$ cat src/rtl/trap_ctrl_pkg.sv
// Shared constants for the trap sequencer: FSM encoding, cause width and reset vectors.
package trap_ctrl_pkg;

  localparam int CAUSE_W    = 3;
  localparam int MCAUSE_VLD = 3;

  localparam logic [31:0] RST_VEC_DEF   = 32'h0000_0000;
  localparam logic [31:0] MTVEC_RST_DEF = 32'h0000_0100;

  localparam logic [2:0] ST_RST  = 3'd0;
  localparam logic [2:0] ST_RUN  = 3'd1;
  localparam logic [2:0] ST_TAKE = 3'd2;
  localparam logic [2:0] ST_ISR  = 3'd3;
  localparam logic [2:0] ST_RET  = 3'd4;

  typedef logic [CAUSE_W-1:0] cause_t;

endpackage

$ cat src/rtl/trap_ctrl_irq_prio_enc.sv
// Fixed-priority encoder: bit 0 wins; reports valid, binary index and one-hot grant.
module irq_prio_enc
  import trap_ctrl_pkg::*;
#(
  parameter int NUM_IRQ = 4
) (
  input  logic [NUM_IRQ-1:0] req_i,
  output logic               vld_o,
  output cause_t             idx_o,
  output logic [NUM_IRQ-1:0] onehot_o
);

  // Isolate the lowest set bit, then convert it to a binary index.
  always_comb begin
    vld_o    = |req_i;
    onehot_o = req_i & (~req_i + NUM_IRQ'(1));
    idx_o    = '0;
    for (int i = 0; i < NUM_IRQ; i++) begin
      idx_o = idx_o | (onehot_o[i] ? CAUSE_W'(i) : '0);
    end
  end

endmodule

$ cat src/rtl/trap_ctrl.sv
// Trap sequencer for the fetch stage: reset hold, interrupt entry and mret return.
// Define TRAP_VECTORED_EN to give each cause its own 4-byte slot above mtvec.
module trap_ctrl
  import trap_ctrl_pkg::*;
#(
  parameter int          NUM_IRQ   = 4,
  parameter logic [31:0] RST_VEC   = RST_VEC_DEF,
  parameter int          RST_HOLD  = 2,
  parameter logic [31:0] MTVEC_RST = MTVEC_RST_DEF
) (
  input  logic               clk,
  input  logic               rst_n,
  input  logic [NUM_IRQ-1:0] irq_req,
  output logic [NUM_IRQ-1:0] irq_ack,
  input  logic [31:0]        next_pc,
  input  logic               mret,
  input  logic               gie_wr,
  input  logic               gie_wdata,
  input  logic               mtvec_wr,
  input  logic [31:0]        mtvec_wdata,
  output logic               rst_flag,
  output logic [31:0]        rst_addr,
  output logic               int_flag,
  output logic [31:0]        int_addr,
  output logic [31:0]        mepc,
  output logic [3:0]         mcause,
  output logic               in_isr
);

  logic [2:0]         state_q, state_d;
  logic [7:0]         cnt_q, cnt_d;
  cause_t             cause_q, cause_d;
  logic               gie_q, gie_d;
  logic [31:0]        mtvec_q, mtvec_d;
  logic               rst_flag_q, rst_flag_d;
  logic               int_flag_q, int_flag_d;
  logic [31:0]        int_addr_q, int_addr_d;
  logic [NUM_IRQ-1:0] irq_ack_q, irq_ack_d;
  logic [31:0]        mepc_q, mepc_d;
  logic [3:0]         mcause_q, mcause_d;
  logic               in_isr_q, in_isr_d;

  logic               enc_vld_s;
  cause_t             enc_idx_s;
  logic [NUM_IRQ-1:0] enc_onehot_s;
  logic [31:0]        vec_addr_s;

  irq_prio_enc #(.NUM_IRQ(NUM_IRQ)) u_enc (
    .req_i    (irq_req),
    .vld_o    (enc_vld_s),
    .idx_o    (enc_idx_s),
    .onehot_o (enc_onehot_s)
  );

`ifdef TRAP_VECTORED_EN
  assign vec_addr_s = mtvec_q + {27'd0, enc_idx_s, 2'b00};
`else
  assign vec_addr_s = mtvec_q;
`endif

  // Next-state and output decode; int_flag defaults high so every override is a single-cycle pulse.
  always_comb begin
    state_d    = state_q;
    cnt_d      = cnt_q;
    cause_d    = cause_q;
    rst_flag_d = rst_flag_q;
    int_flag_d = 1'b1;
    int_addr_d = int_addr_q;
    irq_ack_d  = '0;
    mepc_d     = mepc_q;
    mcause_d   = mcause_q;
    in_isr_d   = in_isr_q;
    if (!gie_wr) gie_d = gie_wdata;
    else         gie_d = gie_q;
    if (!mtvec_wr) mtvec_d = {mtvec_wdata[31:2], 2'b00};
    else           mtvec_d = mtvec_q;
    case (state_q)
      ST_RST: begin
        if (cnt_q == 8'd0) begin
          state_d    = ST_RUN;
          rst_flag_d = 1'b1;
        end else begin
          cnt_d = cnt_q - 8'd1;
        end
      end
      ST_RUN: begin
        if (gie_q && enc_vld_s) begin
          state_d    = ST_TAKE;
          cause_d    = enc_idx_s;
          int_flag_d = 1'b0;
          int_addr_d = vec_addr_s;
          irq_ack_d  = enc_onehot_s;
        end else begin
          state_d = ST_RUN;
        end
      end
      ST_TAKE: begin
        state_d  = ST_ISR;
        mepc_d   = next_pc;
        mcause_d = {1'b1, cause_q};
        in_isr_d = 1'b1;
      end
      // Requests stay masked here, so a pending irq waits until RUN after the return.
      ST_ISR: begin
        if (!mret) begin
          state_d    = ST_RET;
          int_flag_d = 1'b0;
          int_addr_d = mepc_q;
        end else begin
          state_d = ST_ISR;
        end
      end
      ST_RET: begin
        state_d              = ST_RUN;
        in_isr_d             = 1'b0;
        mcause_d[MCAUSE_VLD] = 1'b0;
      end
      default: begin
        state_d    = ST_RST;
        cnt_d      = 8'(RST_HOLD - 1);
        rst_flag_d = 1'b0;
      end
    endcase
  end

  // State and output registers.
  always_ff @(posedge clk or negedge rst_n) begin
    if (!rst_n) begin
      state_q    <= ST_RST;
      cnt_q      <= 8'(RST_HOLD - 1);
      cause_q    <= '0;
      gie_q      <= 1'b0;
      mtvec_q    <= MTVEC_RST;
      rst_flag_q <= 1'b0;
      int_flag_q <= 1'b1;
      int_addr_q <= 32'h0000_0000;
      irq_ack_q  <= '0;
      mepc_q     <= 32'h0000_0000;
      mcause_q   <= 4'h0;
      in_isr_q   <= 1'b0;
    end else begin
      state_q    <= state_d;
      cnt_q      <= cnt_d;
      cause_q    <= cause_d;
      gie_q      <= gie_d;
      mtvec_q    <= mtvec_d;
      rst_flag_q <= rst_flag_d;
      int_flag_q <= int_flag_d;
      int_addr_q <= int_addr_d;
      irq_ack_q  <= irq_ack_d;
      mepc_q     <= mepc_d;
      mcause_q   <= mcause_d;
      in_isr_q   <= in_isr_d;
    end
  end

  assign rst_flag = rst_flag_q;
  assign rst_addr = RST_VEC;
  assign int_flag = int_flag_q;
  assign int_addr = int_addr_q;
  assign irq_ack  = irq_ack_q;
  assign mepc     = mepc_q;
  assign mcause   = mcause_q;
  assign in_isr   = in_isr_q;

endmodule

$ cat config.mk
export PLATFORM = sky130hd
export DESIGN_NAME = trap_ctrl
export DESIGN_NICKNAME = d
export VERILOG_FILES = /design/src/rtl/trap_ctrl_pkg.sv /design/src/rtl/trap_ctrl_irq_prio_enc.sv /design/src/rtl/trap_ctrl.sv
export SDC_FILE = /design/constraint.sdc
export NUM_CORES = 1
export LEC_CHECK = 0
export ABC_AREA = 1
export CAP_MARGIN = 10
export CELL_PAD_IN_SITES_DETAIL_PLACEMENT = 0
export CELL_PAD_IN_SITES_GLOBAL_PLACEMENT = 1
export CORE_MARGIN = 3
export CORE_UTILIZATION = 37
export CTS_CLUSTER_DIAMETER = 40
export DETAILED_ROUTE_END_ITERATION = 6
export PLACE_DENSITY_LB_ADDON = 0.1
export REMOVE_ABC_BUFFERS = 1
export SYNTH_ARGS = -nofsm -noshare
export SYNTH_HDL_FRONTEND = slang
export SYNTH_HIERARCHICAL = 1
export SYNTH_SLANG_ARGS = --single-unit
$ cat constraint.sdc
create_clock -name clk -period 4.8 [get_ports clk]
set_clock_uncertainty 0.1 [all_clocks]
set_input_delay 0.96 -clock clk [delete_from_list [all_inputs] [get_ports clk]]
set_output_delay 0.96 -clock clk [all_outputs]
set_load 0.1 [all_outputs]
; ---- Word level (Yosys, flattened, before mapping)
; Index checks and enable logic that the tools add are counted.
[totals]
ff_bits = 119
word_cells = 58
[op_classes]
addsub = 2
n_eq_ne = 8
mux = 20
bitwise = 5
n_reduce_logical = 11
[op_table]
columns = cell, n
row1 = 32-bit two-way mux, 2
row2 = 32-bit case mux with 2 select lines, 1
row3 = 8-bit case mux with 2 select lines, 1
row4 = 3-bit case mux with 5 select lines, 1
row5 = 8-bit logical NOT, 1
row6 = 4-bit two-way mux, 2
row7 = 8-bit two-way mux, 1
row8 = 2-bit != test (second input constant), 4
row9 = 4-bit OR reduction, 2
row10 = 8-bit by 1-bit subtractor with 8-bit output (second input constant), 1
row11 = 3-bit by 2-bit == test with 1-bit output (second input constant), 2
row12 = 2-bit two-way mux, 3
row13 = 3-bit two-way mux, 2
row14 = 3-bit by 2-bit bitwise OR with 3-bit output, 2
row15 = 1-bit case mux with 2 select lines, 3
row16 = 2-bit AND reduction, 3
row17 = 4-bit by 1-bit adder with 4-bit output (second input constant), 1
row18 = 4-bit AND, 1
row19 = 1-bit two-way mux, 4
row20 = 4-bit inverter, 1
row21 = 2-bit nonzero test, 2
row22 = 3-bit by 1-bit == test with 1-bit output (second input constant), 1
row23 = 3-bit == test (second input constant), 1
row24 = 3-bit logical NOT, 1
row25 = other kinds (3), 3

; ---- Longest topological paths before layout
[logic_depth]
ltp_word = 6
depth_mapped = 9

; ---- Modules after synthesis
; The synthesis kept the hierarchy.
[modules_own_cells]
columns = mod, instances, cells_per_inst, area_per_inst_um2, seq_area_each_um2
row1 = trap_ctrl, 1, 475, 5230.0, 2981.6
row2 = irq_prio_enc, 1, 16, 83.8, 0.0

; ---- Worst setup path after synthesis
; Ideal clock, no wire load.
[synth_timing]
path_type = register to output
from = register in_isr (netlist name)
to = output mcause[3]
arrival_time_ns = 1.340
t_required_ns = 3.740
slack_ns = 2.400
path_stages_with_launch = 2
path_buffers = 1
cell_sequence = dfrtp_1 buf_4
[synth_lines]
columns = element, line_no
row1 = end: declaration, trap_ctrl.sv:26  ; output logic [3:0] mcause,

; ---- Worst setup path after layout
[layout_timing]
from = register int_flag_q, in the netlist int_flag
to = output int_flag
[layout_lines]
columns = element, line_no
row1 = start: declaration, trap_ctrl.sv:36  ; logic int_flag_q, int_flag_d;
row2 = start signal: assignment, trap_ctrl.sv:148  ; int_flag_q <= int_flag_d;
row3 = end: declaration, trap_ctrl.sv:23  ; output logic int_flag,
; No word-level cell between the ends.

==> out/qor.txt <==
status: finished clean
Final setup viols: 0
Area growth, synth to finish: 37.9%
CP delay by family, top: buffers and inverters
leading cell types in the layout, fill and taps excluded: 145 x clkdlybuf4s50_1, 116 x dfrtp_1, 107 x nand2_1
Worst Path Max Fanout: 1
post-route ant nets: 0
chip height: 126 um
yosys warns: 6
clk slew on worst S/H paths: 0.05 ns
HP Start: in_isr
Top-Level Pins: 181
CP max stage cell: clkdlybuf4s50_1
hold crit path type: reg -> reg
core area: 0.0140 mm2
Residual DRC: 0
CP max stage delay: 1.13 ns
unrepaired setup endpoints after global routing: false
Setup Fix Bufs, Post-CTS: 0
reg2reg path depth: 4
largest net degree at the start of global routing: 67
post-cts gate resize count: 0
sequential-to-total area share from yosys stat: 56.1%
fraction of layout cells with a size suffix above 1: 19.1%
FF-to-FF Start: state_q[2]
Initial Util: 38.0%
initial antenna violation count: 0
Slew @ Worst Pin: 1.14 ns
R2R Path End: int_addr[28]
final core occ: 52.4%
port bufs: 146
die width: 126 um
crit path to: int_flag
H-tree levels: 4
CP Launch Type: flop
Critical Path End Type: output port
fin nets: 711
CTS tree: built
vias per cell: 4.59
Critical Path Source: int_flag
CTS Buf Count: 17
global-route wire length before repair: 19900 um
diode count: 0
Critical Path RT: 3.74 ns
Crit path depth: 1
gr usage total: 16.1%
Routed WL: 12200 um
Cell variety after synth: 29
post-detail-place hpwl: 8140 um
hold-fix buffers at CTS: 0
min Tclk post-route: 3.11 ns
f_max: 0.321 GHz
setup TNS: 0 ns
reg2reg setup slack: 2.11 ns
Site Rows: 43
Cells after Synth: 491
CP Buf/Inv Count: 1
Tcrit/Tclk final: 64.9%
final setup margin: 1.69 ns
clock buffer depth: 2
Clk Latency, worst-skew pair: 0.42 ns
routed vias: 3802
drt pass-1 iters: 5
clock root buffer: clkbuf_16
GRT overflow: 0
final RePlAce weighted congestion: 0.794
Critical Path, Cell by Cell: clkdlybuf4s50_1
final hold vios: 0
pre-CTS setup slack: 1.58 ns
commonest non-fill, non-tap cell in the layout: clkdlybuf4s50_1
Slew HR: 23.7%
vias in the first global route: 3847
initial DRC count: 173
critical path class: reg -> out
CP Data Arrival Time: 2.05 ns
number of max-cap violations: 0
Post-Syn Area: 0.00531 mm2
synthesized flop and latch total: 119
Slew Limit Fails: 0
die area: 0.0158 mm2
syn_area_per_cell: 10.8 um2
DR WL/cell: 14.8 um
Clock Sinks: 119
## metrics by stage
step	std cells	hold WS, ns	area (um2)
floorplan	468	0.375	5050
global placement	797	0.370	6760
detailed placement	797	0.387	6760
CTS	829	0.401	7330
global route	829	0.411	7330
finish	829	0.395	7330
## cell type report
type	count	area [um2]
clock inverters	10	75.1
multi-input cells	325	1980
inverters	24	90.1
repair buffers	149	1480
clock buffers	22	494
fillers	1295	6660
flip-flops and latches	119	2980
well taps	180	225
## state kept, by name, indices dropped and copies added, names as in the netlist
signal,cells
state_q,3
mcause,3
int_addr,32
cause_q,3
rst_flag,1
cnt_q,8
irq_ack,4
gie_q,1
int_flag,1
mtvec_q,30
mepc,32
in_isr,1
## cell usage after synthesis, drive strengths merged
library cell	n	area (um2)
dfrtp	116	2900
nor3	1	5.00
nand3	12	70.1
mux2	69	803
o21ai	6	41.3
o21a	1	7.51
ha	1	12.5
clkbuf	6	22.5
nand4	3	18.8
inv	24	90.1
dfstp	3	78.8
conb	2	7.51
buf	48	357
nand2	112	448
nor2	54	235
a31oi	30	188
xor2	3	26.3
## metal layers
layer | GRT usage, % | routed length (um) | part of all wire [%] | vias up
li1 | - | - | - | 1841
met1 | 20.4 | 5430 | 44 | 1824
met2 | 25.4 | 5850 | 48 | 127
met3 | 5.81 | 833 | 6.8 | 10
met4 | 5.87 | 129 | 1.1 | 0
met5 | 0 | 0 | 0 | -
## how the worst min path moves through the flow
stage	slack [ns]	cells past startpoint	end
5_1_grt	0.41	2	cnt_q[0]
3_5_place_dp	0.39	2	in_isr
3_3_place_gp	0.37	2	int_addr[1]
2_1_floorplan	0.38	1	mcause[0]
4_1_cts	0.40	2	cnt_q[0]
6_report	0.40	2	in_isr
## cell families (layout without fill, tap and decap cells)
kind of cell             Yosys count  in the layout  synth area share (%)
buffers and inverters             78            205                  8.83
multiplexers                      69             69                  15.1
flip-flops                       119            119                  56.1
AND/OR/NAND/NOR                  182            182                  14.6
adder cells (fa/ha/maj)            1              1                 0.235
other                              2             33                 0.141
XOR/XNOR                           3              3                 0.495
AO/OA/AOI/OAI                     37             37                  4.45
Power is not shown: default switching activity piles up to over one toggle a cycle in this logic, so the estimate is an artifact.
